==> src/rtl/spi_bus_arbiter_pkg.sv <==
// Shared definitions for the two-master SPI bus arbiter: FSM encoding,
// master indices and the levels the shared bus rests at when nobody owns it.
package spi_bus_arbiter_pkg;

  typedef enum logic [1:0] {
    ST_IDLE  = 2'd0,
    ST_GRANT = 2'd1,
    ST_GAP   = 2'd2
  } arb_state_t;

  localparam logic M_FLASH = 1'b0;
  localparam logic M_RAM   = 1'b1;

  localparam logic SPI_CLK_IDLE  = 1'b0;
  localparam logic SPI_MOSI_IDLE = 1'b0;
  localparam logic SPI_CS_IDLE   = 1'b1;
  localparam logic SPI_MISO_IDLE = 1'b0;

  function automatic logic [1:0] onehot(input logic idx);
    return idx ? 2'b10 : 2'b01;
  endfunction

endpackage

==> src/rtl/spi_bus_arbiter_if.sv <==
// Bundle of request/grant handshake, per-master SPI pins and the shared bus.
// The arbiter connects through slave; the masters/bus side through master.
interface spi_bus_arbiter_if;
  logic [1:0] req;
  logic [1:0] gnt;
  logic       m0_clk, m0_mosi, m0_cs_n, m0_miso;
  logic       m1_clk, m1_mosi, m1_cs_n, m1_miso;
  logic       spi_clk, spi_mosi, spi_miso;
  logic       spi_cs0_n, spi_cs1_n;

  modport slave (
    input  req, m0_clk, m0_mosi, m0_cs_n, m1_clk, m1_mosi, m1_cs_n, spi_miso,
    output gnt, m0_miso, m1_miso, spi_clk, spi_mosi, spi_cs0_n, spi_cs1_n
  );

  modport master (
    output req, m0_clk, m0_mosi, m0_cs_n, m1_clk, m1_mosi, m1_cs_n, spi_miso,
    input  gnt, m0_miso, m1_miso, spi_clk, spi_mosi, spi_cs0_n, spi_cs1_n
  );
endinterface

==> src/rtl/spi_rr_pick.sv <==
// Combinational two-way winner select; on a tie either alternates away from
// the previous owner or always favours the flash master.
module spi_rr_pick
  import spi_bus_arbiter_pkg::*;
#(
  parameter int unsigned ROUND_ROBIN = 1
) (
  input  logic [1:0] req,
  input  logic       last_owner,
  output logic       valid,
  output logic       winner
);

  always_comb begin
    valid  = |req;
    winner = M_FLASH;
    case (req)
      2'b01:   winner = M_FLASH;
      2'b10:   winner = M_RAM;
      2'b11:   winner = (ROUND_ROBIN != 0) ? ~last_owner : M_FLASH;
      default: winner = M_FLASH;
    endcase
  end

endmodule

==> src/rtl/spi_bus_arbiter.sv <==
// Shares one SPI bus between the flash reader and the RAM controller with a
// registered req/gnt handshake, an enforced idle gap and an optional hold timeout.
module spi_bus_arbiter
  import spi_bus_arbiter_pkg::*;
#(
  parameter int unsigned ROUND_ROBIN = 1,
  parameter int unsigned GAP_CYCLES  = 2,
  parameter int unsigned TIMEOUT     = 0
) (
  input  logic                clk,
  input  logic                resetn,
  spi_bus_arbiter_if.slave    bus,
  output logic                busy,
  output logic                err
);

  localparam logic [3:0] GAP_LOAD = (GAP_CYCLES == 0) ? 4'd0 : 4'(GAP_CYCLES - 1);

  arb_state_t  state, state_nxt;
  logic [1:0]  gnt_q, gnt_nxt;
  logic        owner, owner_nxt;
  logic        last_owner, last_owner_nxt;
  logic [15:0] hold_cnt, hold_cnt_nxt;
  logic [3:0]  gap_cnt, gap_cnt_nxt;
  logic        err_q, err_nxt;

  logic        pick_valid, pick_winner;
  logic        owner_req, owner_cs_n, timeout_hit;

  spi_rr_pick #(.ROUND_ROBIN(ROUND_ROBIN)) u_pick (
    .req        (bus.req),
    .last_owner (last_owner),
    .valid      (pick_valid),
    .winner     (pick_winner)
  );

  assign owner_req   = owner ? bus.req[1] : bus.req[0];
  assign owner_cs_n  = owner ? bus.m1_cs_n : bus.m0_cs_n;
  assign timeout_hit = (TIMEOUT != 0) && (hold_cnt >= 16'(TIMEOUT));

  always_ff @(posedge clk) begin
    if (!resetn) begin
      state      <= ST_IDLE;
      gnt_q      <= '0;
      owner      <= M_FLASH;
      last_owner <= M_RAM;
      hold_cnt   <= '0;
      gap_cnt    <= '0;
      err_q      <= 1'b0;
    end else begin
      state      <= state_nxt;
      gnt_q      <= gnt_nxt;
      owner      <= owner_nxt;
      last_owner <= last_owner_nxt;
      hold_cnt   <= hold_cnt_nxt;
      gap_cnt    <= gap_cnt_nxt;
      err_q      <= err_nxt;
    end
  end

  always_comb begin
    state_nxt      = state;
    gnt_nxt        = gnt_q;
    owner_nxt      = owner;
    last_owner_nxt = last_owner;
    hold_cnt_nxt   = hold_cnt;
    gap_cnt_nxt    = gap_cnt;
    err_nxt        = err_q;
    case (state)
      ST_IDLE: begin
        if (pick_valid) begin
          state_nxt    = ST_GRANT;
          gnt_nxt      = onehot(pick_winner);
          owner_nxt    = pick_winner;
          hold_cnt_nxt = '0;
        end
      end
      ST_GRANT: begin
        hold_cnt_nxt = (hold_cnt == '1) ? hold_cnt : hold_cnt + 16'd1;
        // Timeout revokes exactly like a release; a release with cs_n still
        // asserted is also flagged since the slave saw a truncated frame.
        if (!owner_req || timeout_hit) begin
          state_nxt      = (GAP_CYCLES == 0) ? ST_IDLE : ST_GAP;
          gap_cnt_nxt    = GAP_LOAD;
          gnt_nxt        = '0;
          last_owner_nxt = owner;
          if (timeout_hit || !owner_cs_n) err_nxt = 1'b1;
        end
      end
      ST_GAP: begin
        if (gap_cnt == '0) state_nxt = ST_IDLE;
        else               gap_cnt_nxt = gap_cnt - 4'd1;
      end
      default: state_nxt = ST_IDLE;
    endcase
  end

  // Mux select is the registered owner gated by state, so the bus only moves
  // on clock edges and rests at idle levels outside GRANT.
  always_comb begin
    bus.spi_clk   = SPI_CLK_IDLE;
    bus.spi_mosi  = SPI_MOSI_IDLE;
    bus.spi_cs0_n = SPI_CS_IDLE;
    bus.spi_cs1_n = SPI_CS_IDLE;
    bus.m0_miso   = SPI_MISO_IDLE;
    bus.m1_miso   = SPI_MISO_IDLE;
    if (state == ST_GRANT) begin
      if (owner == M_RAM) begin
        bus.spi_clk   = bus.m1_clk;
        bus.spi_mosi  = bus.m1_mosi;
        bus.spi_cs1_n = bus.m1_cs_n;
        bus.m1_miso   = bus.spi_miso;
      end else begin
        bus.spi_clk   = bus.m0_clk;
        bus.spi_mosi  = bus.m0_mosi;
        bus.spi_cs0_n = bus.m0_cs_n;
        bus.m0_miso   = bus.spi_miso;
      end
    end
  end

  assign bus.gnt = gnt_q;
  assign busy    = (state != ST_IDLE);
  assign err     = err_q;

endmodule

==> src/flat_wrapper.sv <==
// flat-port wrapper written by rule: the top's interface ports become plain ports
module spi_bus_arbiter_flat import spi_bus_arbiter_pkg::*;
#(
  parameter int unsigned ROUND_ROBIN = 1,
  parameter int unsigned GAP_CYCLES  = 2,
  parameter int unsigned TIMEOUT     = 0
)
  (clk, resetn, busy, err, bus_req, bus_m0_clk, bus_m0_mosi, bus_m0_cs_n, bus_m1_clk, bus_m1_mosi, bus_m1_cs_n, bus_spi_miso, bus_gnt, bus_m0_miso, bus_m1_miso, bus_spi_clk, bus_spi_mosi, bus_spi_cs0_n, bus_spi_cs1_n);
  spi_bus_arbiter_if bus_i ();
  input  logic clk;
  input  logic resetn;
  output logic busy;
  output logic err;
  input wire logic [$bits(bus_i.req)-1:0] bus_req;
  input wire logic [$bits(bus_i.m0_clk)-1:0] bus_m0_clk;
  input wire logic [$bits(bus_i.m0_mosi)-1:0] bus_m0_mosi;
  input wire logic [$bits(bus_i.m0_cs_n)-1:0] bus_m0_cs_n;
  input wire logic [$bits(bus_i.m1_clk)-1:0] bus_m1_clk;
  input wire logic [$bits(bus_i.m1_mosi)-1:0] bus_m1_mosi;
  input wire logic [$bits(bus_i.m1_cs_n)-1:0] bus_m1_cs_n;
  input wire logic [$bits(bus_i.spi_miso)-1:0] bus_spi_miso;
  output wire logic [$bits(bus_i.gnt)-1:0] bus_gnt;
  output wire logic [$bits(bus_i.m0_miso)-1:0] bus_m0_miso;
  output wire logic [$bits(bus_i.m1_miso)-1:0] bus_m1_miso;
  output wire logic [$bits(bus_i.spi_clk)-1:0] bus_spi_clk;
  output wire logic [$bits(bus_i.spi_mosi)-1:0] bus_spi_mosi;
  output wire logic [$bits(bus_i.spi_cs0_n)-1:0] bus_spi_cs0_n;
  output wire logic [$bits(bus_i.spi_cs1_n)-1:0] bus_spi_cs1_n;
  assign bus_i.req = bus_req;
  assign bus_i.m0_clk = bus_m0_clk;
  assign bus_i.m0_mosi = bus_m0_mosi;
  assign bus_i.m0_cs_n = bus_m0_cs_n;
  assign bus_i.m1_clk = bus_m1_clk;
  assign bus_i.m1_mosi = bus_m1_mosi;
  assign bus_i.m1_cs_n = bus_m1_cs_n;
  assign bus_i.spi_miso = bus_spi_miso;
  assign bus_gnt = bus_i.gnt;
  assign bus_m0_miso = bus_i.m0_miso;
  assign bus_m1_miso = bus_i.m1_miso;
  assign bus_spi_clk = bus_i.spi_clk;
  assign bus_spi_mosi = bus_i.spi_mosi;
  assign bus_spi_cs0_n = bus_i.spi_cs0_n;
  assign bus_spi_cs1_n = bus_i.spi_cs1_n;
  spi_bus_arbiter #(.ROUND_ROBIN(ROUND_ROBIN), .GAP_CYCLES(GAP_CYCLES), .TIMEOUT(TIMEOUT)) u_core (.clk(clk), .resetn(resetn), .bus(bus_i), .busy(busy), .err(err));
endmodule
==> config.mk <==
export PLATFORM = sky130hd
export DESIGN_NAME = spi_bus_arbiter_flat
export DESIGN_NICKNAME = d
export VERILOG_FILES = /design/src/rtl/spi_bus_arbiter_pkg.sv /design/src/rtl/spi_bus_arbiter_if.sv /design/src/rtl/spi_rr_pick.sv /design/src/rtl/spi_bus_arbiter.sv /design/src/flat_wrapper.sv
export SDC_FILE = /design/constraint.sdc
export NUM_CORES = 1
export LEC_CHECK = 0
export ABC_AREA = 1
export CORE_MARGIN = 2
export CORE_UTILIZATION = 52
export CTS_BUF_LIST = sky130_fd_sc_hd__clkbuf_8
export CTS_CLUSTER_DIAMETER = 50
export DETAILED_ROUTE_END_ITERATION = 8
export GPL_TIMING_DRIVEN = 0
export PLACE_DENSITY = 0.95
export SLEW_MARGIN = 20
export SYNTH_ARGS = -nofsm -noshare
export SYNTH_HDL_FRONTEND = slang
export SYNTH_SLANG_ARGS = --single-unit
==> constraint.sdc <==
create_clock -name clk -period 3.4 [get_ports clk]
set_clock_uncertainty 0.1 [all_clocks]
set_input_delay 0.34 -clock clk [delete_from_list [all_inputs] [get_ports clk]]
set_output_delay 0.34 -clock clk [all_outputs]
set_load 0.02 [all_outputs]
# ---- After elaboration in Yosys (flattened, before gate mapping)
# Cells that the tools add are included.
dict set report word_totals {
  out_inout_bits 10
  inputBits 11
  reg_bits 11
}
dict set report op_classes {
  eq_ne 8
  n_mux 26
  bitwise 3
  n_reduce_logical 12
  n_addsub 1
}
# cell n
set ops {}
lappend ops {{two-way mux 1 bit} 14}
lappend ops {{two-way mux 2 bit} 6}
lappend ops {{AND reduction 3 bit} 4}
lappend ops {{two-way mux 4 bit} 2}
lappend ops {{case mux 4 bit (2 select lines)} 1}
lappend ops {{equality test 2 bit (second input constant)} 3}
lappend ops {{case mux 2 bit (3 select lines)} 1}
lappend ops {{nonzero test 2 bit} 3}
lappend ops {{zero test 4 bit} 1}
lappend ops {{!= test 2 x 1 -> 1 bit (second input constant)} 2}
lappend ops {{!= test 2 bit (second input constant)} 2}
lappend ops {{case mux 2 bit (2 select lines)} 1}
lappend ops {{AND reduction 2 bit} 2}
lappend ops {{subtractor 4 x 1 -> 4 bit (second input constant)} 1}
lappend ops {{inverter 1 bit} 3}
lappend ops {{equality test 2 x 1 -> 1 bit (second input constant)} 1}
lappend ops {{zero test 2 bit} 1}
lappend ops {{case mux 1 bit (2 select lines)} 1}
lappend ops {{OR reduction 2 bit} 1}

# ---- Longest topological paths before layout
# Gate-level depths: netlist (run 1).
dict set report depth {
  word_depth 5
  mapped_depth 8
  depth_no_buf 8
}

# ---- By module
# A second synthesis (run 1) with hierarchy kept.
dict set report unflattened {
  hier_cells 83
  area_unflattened_um2 614.3
}
# mod cells_per_inst area_per_inst_um2 n_inst
set by_module_without_submodules {}
lappend by_module_without_submodules {spi_bus_arbiter 80 599.3 1}
lappend by_module_without_submodules {spi_rr_pick 3 15.0 1}

# ---- Least setup slack after synthesis (run 1)
# No wires, ideal clock.
dict set report synth_path {
  kind {reg2out}
  startpoint {register u_core.state[1]}
  endpoint {output port bus_m0_miso}
  path_slack_ns 1.593
  n_path_buf 0
  path_stages_with_launch 5
  required_ns 2.960
  arrival_time_ns 1.367
  path_cell_list {dfxtp_1 > inv_1 > ha_1 > inv_1 > nor3_1}
}
dict set report synth_between {
  elab_chain_cells 2
}
# item line
set synth_rtl {}
lappend synth_rtl {{start, declared} spi_bus_arbiter.sv:19} ;# arb_state_t state, state_nxt;
lappend synth_rtl {{start signal, assigned} spi_bus_arbiter.sv:51} ;# state <= state_nxt;
lappend synth_rtl {{equality test 2 x 1 -> 1 bit} spi_bus_arbiter.sv:107} ;# if (state == ST_GRANT) begin
lappend synth_rtl {{two-way mux 1 bit} spi_bus_arbiter.sv:107}
lappend synth_rtl {{end, declared} flat_wrapper.sv:23} ;# output wire logic [$bits(bus_i.m0_miso)-1:0] bus_m0_miso;
# No other way between the ends.

# ---- Worst setup path in the final report (run 1)
dict set report layout_path {
  startpoint {register u_core.state[1]}
  endpoint {output port bus_m1_miso}
}
dict set report layout_between {
  elab_chain_cells 2
}
# item line
set layout_rtl {}
lappend layout_rtl {{equality test 2 x 1 -> 1 bit} spi_bus_arbiter.sv:107}
lappend layout_rtl {{two-way mux 1 bit} spi_bus_arbiter.sv:107}
lappend layout_rtl {{end, declared} flat_wrapper.sv:24} ;# output wire logic [$bits(bus_i.m1_miso)-1:0] bus_m1_miso;
# No other way between the ends.

==> flow_summary.json, run 1 <==
{
  "p_leak_nw": 0.491,
  "ant_nets": 0,
  "cts_tree": "yes",
  "synth_seq_area_share": 0.295,
  "die_height_um": 41.9,
  "drt-pass1-iter-count": 4,
  "setup_viol": 0,
  "avgSynthCellArea_um2": 6.50,
  "critPathSlowestCell": "clkdlybuf4s50_1",
  "die_width_um": 41.9,
  "synth.most_common_cell": "nand2_1",
  "drc": 0,
  "drt-vias-per-instance": 5.11,
  "cts_inserted_buffers": 3,
  "fin_cells": 153,
  "cts_resized": 0,
  "wl_per_cell_um": 11.2,
  "path_max_fanout": 7,
  "die-area_mm2": 0.00176,
  "maxCapViolCount": 0,
  "core_area_mm2": 0.00132,
  "synth_ff_type": "dfxtp_1",
  "post_dp_cell_area_um2": 956,
  "fmax_mhz": 394,
  "hpwl_um": 1360,
  "routed_wirelength_um": 1710,
  "p_per_area_mw_per_mm2": 844,
  "ys_types": 18,
  "hold-worst-slack_ns": 0.303,
  "synth_area_leaders": "dfxtp_1, nand2_1, ha_1, nor2_1, inv_1",
  "grt_pass1_wl_um": 2930,
  "synthSimpleGateAreaFrac": 0.410,
  "syn-cell-area_um2": 747,
  "synth_top_cell_by_area": "dfxtp_1",
  "drive_above_1_share": 0.0725,
  "yosys_warnings": 0,
  "async_flop_share": 0,
  "syn_inst": 115,
  "r2r_cells": 7,
  "critical_path_class": "register to output pin",
  "min_path_type": "primary input to register",
  "fin_area_mm2": 0.00100,
  "tns_ns": 0,
  "clock_latency_ns": 0.24,
  "initial_core_util": 0.567,
  "drtIter0Drc": 16,
  "vias": 782,
  "synth-compound-area-share": 0.0804,
  "fillers": 89,
  "worst_r2r_startpoint": "u_core.state[1]",
  "cts_buffer_depth": 2,
  "synth_nets": 133,
  "multi_input_area_um2": 454,
  "critPathArrivalTime_ns": 2.10,
  "numClockSinks": 11,
  "status": "finished clean",
  "io_buffers": 19,
  "n_antenna_cell": 0,
  "reg2reg_to": "u_core.bus.gnt[0]",
  "ctsHoldBuffers": 0,
  "root_buffer": "clkbuf_8",
  "synthAdderAreaFrac": 0.117,
  "min_path_cells": 3,
  "ios": 21,
  "clk_pin_slew_ns": 0.05,
  "area_growth_syn_to_layout_pct": 34.0,
  "path_cells": "inv_1 -> ha_1 -> inv_1 -> nor3_1 -> clkdlybuf4s50_1",
  "critPathMostFrequentCell": "inv_1",
  "gr-total-overflow": 0,
  "synth-xor-area-share": 0,
  "grt_pass1_vias": 718,
  "synth_top_area_share": 0.295,
  "endpoint_kind": "output pin",
  "seq_area_um2": 220,
  "crit_start": "u_core.state[1]",
  "holdCritStartpoint": "resetn",
  "tightest_slew_ns": 0.321,
  "min_to": "u_core.gap_cnt[3]",
  "period_share": 0.747,
  "synth_top_family_by_area": "simple AND/OR/NAND/NOR gates",
  "fin_crit_ns": 2.54,
  "fp-row-count": 13,
  "synth_edf_count": 0,
  "place.gp.congestion": 0.820,
  "grt_max_degree": 9,
  "hold_violations": 0,
  "vdd_drop_max_mv": 0.445,
  "max_slew_margin": 0.786,
  "rsz0062_at_grt": "no",
  "fin_nets": 157,
  "rrSetupSlack_ns": 1.84,
  "synth.area.mux_share": 0,
  "synth_top_cells_by_count": "nand2_1, nor2_1, inv_1",
  "grt_usage": 0.219,
  "htree_levels": 1,
  "slew_viol_final": 0,
  "cp_slowest_stage_delay_ns": 0.63,
  "ys_seq_elements": 11,
  "cp.required_ns": 2.96,
  "placed_cells": 149,
  "critPathLaunchType": "register",
  "antenna_found_initial": 0,
  "fin_util": 0.760,
  "cts_setup_buffers": 0
}
==> stage by stage <==
step	setup slack (ns)	total power, mW
after detailed placement	1.10	0.712
after floorplan	1.59	0.569
after CTS	0.839	0.846
final	0.859	0.845
after global routing	0.718	0.921
after global placement	1.17	0.688
==> state kept, by name, indices dropped and copies added, names as in the netlist <==
register	flops
u_core.err	1
u_core.state	2
u_core.owner	1
u_core.last_owner	1
u_core.bus.gnt	2
u_core.gap_cnt	4
==> layer usage <==
layer  share of wire  vias up  track usage
met5               0        -            0
met4           0.042        0        0.148
met3           0.051       10       0.0609
met2            0.48       30        0.375
met1            0.43      340        0.229
li1                -      402            -
==> layout make-up <==
type / instances / share of cell area
Buffer: 1 / 0.00500
Clock buffer: 3 / 0.0413
Clock inverter: 1 / 0.00375
Inverter: 18 / 0.0675
Multi-Input combinational cell: 85 / 0.454
Sequential cell: 11 / 0.220
Tap cell: 15 / 0.0188
Timing Repair Buffer: 19 / 0.190
==> kinds of logic (layout without fill, tap and decap cells) <==
kind of cell	Yosys count	after routing
fa+ha+maj	7	7
compound gates	11	11
simple gates	67	67
buf+inv	19	42
flops	11	11
==> worst max-delay path by stage <==
stage / slack (ns) / endpoint
floorplan: 1.59 / bus_m0_miso
global placement: 1.17 / bus_m0_miso
detailed placement: 1.10 / bus_m1_miso
CTS: 0.84 / bus_m1_miso
global route: 0.72 / bus_m0_miso
finish: 0.86 / bus_m1_miso
==> placed cells by master, fill, tap and decap left out, drive strengths merged, types with 3 or more instances in the layout <==
cell / count
a21oi: 8
clkbuf: 3
clkdlybuf4s50: 19
dfxtp: 11
ha: 7
inv: 19
nand2: 35
nand3: 6
nand4: 4
nor2: 18
==> where the power goes <==
part | leakage, nW | internal (mW) | switching, mW
sequential | 0.0906 | 0.172 | 0.0273
clock | 0.0269 | 0.0792 | 0.0490
combinational | 0.374 | 0.208 | 0.309
==> critical path, delay by kind of cell (launching register included) <==
| family | cells | cell delay [ns] |
|---|---|---|
| DFF | 1 | 0.32 |
| buffers and inverters | 3 | 0.95 |
| adders and majority gates | 1 | 0.37 |
| and+or+nand+nor | 1 | 0.21 |
No activity file was read; power rests on OpenSTA's default activity.
==> run 2: changes to the inputs <==
--- a/config.mk
+++ b/config.mk
@@ -7,12 +7,12 @@
 export LEC_CHECK = 0
 export ABC_AREA = 1
 export CORE_MARGIN = 2
-export CORE_UTILIZATION = 52
+export CORE_UTILIZATION = 44
 export CTS_BUF_LIST = sky130_fd_sc_hd__clkbuf_8
 export CTS_CLUSTER_DIAMETER = 50
 export DETAILED_ROUTE_END_ITERATION = 8
 export GPL_TIMING_DRIVEN = 0
-export PLACE_DENSITY = 0.95
+export PLACE_DENSITY = 0.87
 export SLEW_MARGIN = 20
 export SYNTH_ARGS = -nofsm -noshare
 export SYNTH_HDL_FRONTEND = slang
==> constraint.sdc (replaced) <==
create_clock -name clk -period 2.25 [get_ports clk]
set_clock_uncertainty 0.1 [all_clocks]
set_input_delay 0.225 -clock clk [delete_from_list [all_inputs] [get_ports clk]]
set_output_delay 0.225 -clock clk [all_outputs]
set_load 0.02 [all_outputs]
==> flow_summary.json, run 2 (synthesis results as in run 1) <==
{
  "fin_nets": 157,
  "reg2reg_to": "u_core.bus.gnt[1]",
  "maxCapViolCount": 0,
  "hpwl_um": 1230,
  "numClockSinks": 11,
  "critPathSlowestCell": "clkdlybuf4s50_1",
  "holdCritStartpoint": "resetn",
  "largest_reg_flops": 4,
  "htree_levels": 1,
  "grt_max_degree": 9,
  "critPathMostFrequentCell": "inv_1",
  "die_width_um": 45.2,
  "final_cell_mix": "nand2_1, inv_1, nor2_1",
  "gr-total-overflow": 0,
  "drt-pass1-iter-count": 4,
  "setup_viol": 0,
  "grt_usage": 0.173,
  "final_common_cell": "nand2_1",
  "vias": 773,
  "clk_pin_slew_ns": 0.05,
  "antenna_found_initial": 0,
  "rsz0062_at_grt": "no",
  "clock_latency_ns": 0.24,
  "min_path_cells": 2,
  "min_to": "u_core.last_owner",
  "tightest_slew_ns": 0.264,
  "fp-row-count": 14,
  "power_mw": 1.27,
  "grt_pass1_vias": 655,
  "path_cells": "inv_1 -> ha_4 -> inv_1 -> a21oi_1 -> clkdlybuf4s50_1",
  "hold_violations": 0,
  "die_height_um": 45.2,
  "place.gp.congestion": 0.849,
  "drt-vias-per-instance": 5.02,
  "path_max_fanout": 7,
  "post_dp_cell_area_um2": 957,
  "grt_pass1_wl_um": 2490,
  "critPathLaunchType": "register",
  "endpoint_kind": "output pin",
  "cts_buffer_depth": 2,
  "min_path_type": "primary input to register",
  "routed_wirelength_um": 1590,
  "core_area_mm2": 0.00154,
  "die-area_mm2": 0.00204,
  "rrSetupSlack_ns": 0.82,
  "ant_nets": 0,
  "wl_per_cell_um": 10.3,
  "root_buffer": "clkbuf_8",
  "vdd_drop_max_mv": 0.611,
  "cp_slowest_stage_delay_ns": 0.61,
  "slew_viol_final": 0,
  "fmax_mhz": 471,
  "initial_core_util": 0.485,
  "fin_area_mm2": 0.00101,
  "critical_path_class": "register to output pin",
  "area_growth_syn_to_layout_pct": 35.5,
  "fin_crit_ns": 2.12,
  "drive_above_1_share": 0.0797,
  "cts_setup_buffers": 0,
  "p_leak_nw": 0.501,
  "drtIter0Drc": 16,
  "cp_top_family": "buffers and inverters",
  "ios": 21,
  "cts_tree": "yes",
  "r2r_cells": 6,
  "status": "finished clean",
  "n_antenna_cell": 0,
  "tns_ns": 0,
  "cts_resized": 3,
  "io_buffers": 19,
  "worst_r2r_startpoint": "u_core.state[0]",
  "max_slew_margin": 0.824,
  "cts_inserted_buffers": 3,
  "ctsHoldBuffers": 0,
  "drc": 0,
  "cp_num_buf_inv": 3,
  "p_per_area_mw_per_mm2": 1260,
  "regMostFlops": "u_core.gap_cnt",
  "critPathArrivalTime_ns": 1.80,
  "period_share": 0.943,
  "cp.required_ns": 1.92
}
run 2: worst max path at each step:
stage	slack, ns	cells past startpoint	endpoint	from
global route	0.005	5	bus_spi_mosi	u_core.state[1]
floorplan	0.56	4	bus_m0_miso	u_core.state[1]
finish	0.13	5	bus_spi_mosi	u_core.state[1]
CTS	0.04	5	bus_spi_mosi	u_core.state[1]
global placement	0.15	5	bus_m0_miso	u_core.state[1]
detailed placement	0.13	5	bus_m0_miso	u_core.state[1]
run 2: metal layers:
metal | routed length, um | track usage
met5 | 0 | 0
met4 | 25 | 0.0941
met3 | 138 | 0.0720
met2 | 767 | 0.286
met1 | 662 | 0.186
run 2: cell type report:
cell class | count | area [um2]
Fill cell | 126 | 529
Multi-Input combinational cell | 85 | 467
Sequential cell | 11 | 220
Timing Repair Buffer | 19 | 188
Inverter | 18 | 67.6
Clock buffer | 3 | 41.3
Tap cell | 16 | 20.0
Buffer | 1 | 5.00
Clock inverter | 1 | 3.75
run 2: report_power, final:
group | total, mW | switching [mW] | internal, mW
combinational | 0.775 | 0.453 | 0.322
sequential | 0.301 | 0.0416 | 0.259
clock | 0.199 | 0.0787 | 0.120
total | 1.27 | 0.573 | 0.701
run 2: through the flow:
| stage | utilization | cells | hold slack, ns | setup slack (ns) |
|---|---|---|---|---|
| floorplan | - | 115 | 0.346 | 0.558 |
| global placement | 0.621 | 150 | 0.350 | 0.146 |
| detailed placement | 0.621 | 150 | 0.354 | 0.129 |
| CTS | 0.650 | 154 | 0.165 | 0.0411 |
| global route | 0.657 | 154 | 0.172 | 0.00510 |
| finish | 0.657 | 154 | 0.165 | 0.127 |
==> run 3: changes to the inputs <==
--- a/config.mk
+++ b/config.mk
@@ -7,13 +7,14 @@
 export LEC_CHECK = 0
 export ABC_AREA = 1
 export CORE_MARGIN = 2
-export CORE_UTILIZATION = 44
+export CORE_UTILIZATION = 41
 export CTS_BUF_LIST = sky130_fd_sc_hd__clkbuf_8
 export CTS_CLUSTER_DIAMETER = 50
 export DETAILED_ROUTE_END_ITERATION = 8
 export GPL_TIMING_DRIVEN = 0
-export PLACE_DENSITY = 0.87
+export PLACE_DENSITY = 0.86
 export SLEW_MARGIN = 20
 export SYNTH_ARGS = -nofsm -noshare
 export SYNTH_HDL_FRONTEND = slang
+export SYNTH_HIERARCHICAL = 1
 export SYNTH_SLANG_ARGS = --single-unit
==> flow_summary.json, run 3 <==
{
  "status": "finished clean",
  "avgSynthCellArea_um2": 7.40,
  "grt_pass1_wl_um": 2370,
  "critical_path_class": "register to output pin",
  "ys_types": 22,
  "fp-row-count": 13,
  "grt_max_degree": 8,
  "min_to": "u_core/err",
  "syn_inst": 83,
  "cts_tree": "yes",
  "ant_nets": 0,
  "wl_per_cell_um": 11.8,
  "die_height_um": 42.7,
  "final_cell_mix": "clkdlybuf4s50_1, nand2_1, a21oi_1",
  "root_buffer": "clkbuf_8",
  "min_path_type": "register to register",
  "drtIter0Drc": 11,
  "place.gp.congestion": 0.806,
  "max_slew_margin": 0.833,
  "hold_violations": 0,
  "grt_usage": 0.174,
  "maxCapViolCount": 0,
  "power_uw": 589,
  "tns_ns": 0,
  "gr-usage-met3": 0.0511,
  "endpoint_kind": "output pin",
  "p_leak_nw": 0.366,
  "antenna_found_initial": 0,
  "drc": 0,
  "hpwl_um": 1140,
  "vias": 611,
  "synth_top_cells_by_count": "nand2_1, a21oi_1, dfxtp_1",
  "tightest_slew_ns": 0.248,
  "slew_viol_final": 0,
  "synth_seq_area_share": 0.358,
  "gr-max-usage-layer": "met2",
  "gr-total-overflow": 0,
  "cts_resized": 0,
  "cp.required_ns": 1.92,
  "holdCritStartpoint": "u_core/err",
  "worst_r2r_startpoint": "u_core/gap_cnt[0]",
  "synth_top_cell_by_area": "dfxtp_1",
  "core_area_mm2": 0.00135,
  "area_growth_syn_to_layout_pct": 43.2,
  "routed_wirelength_um": 1440,
  "critPathLaunchType": "register",
  "grt_util_met1": 0.230,
  "synth_ff_type": "dfxtp_1",
  "synth_area_leaders": "dfxtp_1, nand2_1, a21oi_1, nor2_1, inv_1",
  "grt_pass1_vias": 551,
  "ios": 21,
  "clock_latency_ns": 0.24,
  "synth.most_common_cell": "nand2_1",
  "p_per_area_mw_per_mm2": 670,
  "synth_nets": 96,
  "min_path_cells": 2,
  "synth_top_area_share": 0.358,
  "fillers": 118,
  "syn-cell-area_um2": 614,
  "htree_levels": 1,
  "fin_util": 0.652,
  "setup_viol": 0,
  "rsz0062_at_grt": "no",
  "r2r_cells": 8,
  "die-area_mm2": 0.00182,
  "numClockSinks": 11,
  "cts_buffer_depth": 2,
  "period_share": 0.940,
  "fmax_mhz": 473,
  "ctsHoldBuffers": 0,
  "cts_setup_buffers": 0,
  "ys_seq_elements": 11,
  "use_met2": 0.270,
  "hold-worst-slack_ns": 0.352,
  "drt-vias-per-instance": 5.01,
  "path_max_fanout": 6,
  "vdd_drop_max_mv": 0.688,
  "io_buffers": 20,
  "drive_above_1_share": 0.140,
  "die_width_um": 42.7,
  "fin_nets": 121,
  "pre_cts_slack_ns": 0.365,
  "critPathArrivalTime_ns": 1.79,
  "rrSetupSlack_ns": 0.88,
  "final_common_cell": "clkdlybuf4s50_1",
  "initial_core_util": 0.455,
  "layout_setup_ws_ns": 0.136,
  "synth_edf_count": 0,
  "drt-pass1-iter-count": 4,
  "largest_reg_flops": 4,
  "yosys_warnings": 6,
  "regMostFlops": "u_core/gap_cnt",
  "n_antenna_cell": 0,
  "async_flop_share": 0,
  "clk_pin_slew_ns": 0.05,
  "fin_crit_ns": 2.11,
  "cts_inserted_buffers": 3,
  "reg2reg_to": "u_core/gap_cnt[2]"
}
==> run 3: worst max-delay path by stage <==
| stage | slack [ns] | endpoint | startpoint |
|---|---|---|---|
| 3_3_place_gp | 0.42 | bus_spi_cs1_n | u_core/state[0] |
| 4_1_cts | 0.12 | bus_spi_cs1_n | u_core/state[0] |
| 6_report | 0.14 | bus_spi_cs1_n | u_core/state[0] |
| 5_1_grt | 0.02 | bus_spi_cs1_n | u_core/state[0] |
| 2_1_floorplan | 0.90 | bus_m1_miso | u_core/state[0] |
| 3_5_place_dp | 0.36 | bus_spi_cs1_n | u_core/state[0] |
==> run 3: critical path, stage by stage, from the launching register on <==
cell	delay, ns
dfxtp_1	0.38
inv_2	0.10
nor2_8	0.14
inv_2	0.06
nor2_1	0.08
inv_1	0.05
or2_1	0.21
clkdlybuf4s50_1	0.54
==> run 3: power breakdown <==
group | leakage (nW) | internal, mW | switching (mW) | total [mW]
clock | 0.0255 | 0.122 | 0.0745 | 0.196
sequential | 0.0902 | 0.213 | 0.0158 | 0.228
combinational | 0.250 | 0.0729 | 0.0921 | 0.165
==> run 3: final cells by class <==
| cell class | count | area (um2) | area share |
|---|---|---|---|
| tap | 15 | 18.8 | 0.0213 |
| timing repair buffer | 20 | 200 | 0.228 |
| clock inverter | 1 | 5.00 | 0.00569 |
| inverter | 11 | 41.3 | 0.0469 |
| sequential | 11 | 220 | 0.250 |
| clock buffer | 3 | 41.3 | 0.0469 |
| multi-input combinational | 61 | 353 | 0.401 |
==> run 3: routing by layer <==
metal  vias to the layer above  part of all wire
li1                        317                 -
met1                       278              0.46
met2                        14              0.48
met3                         2             0.050
met4                         0            0.0098
met5                         -                 0
==> run 3: stage by stage <==
step                instances  instance area, um2
finish                    122                 880
global route              122                 880
CTS                       122                 880
detailed placement        118                 833
global placement          118                 833
floorplan                  83                 614
==> run 3: cell families after synthesis <==
group | synth area share
adders and majority gates | 0.0407
AOI/OAI and AO/OA | 0.141
DFF | 0.358
and+or+nand+nor | 0.393
buffers and inverters | 0.0672
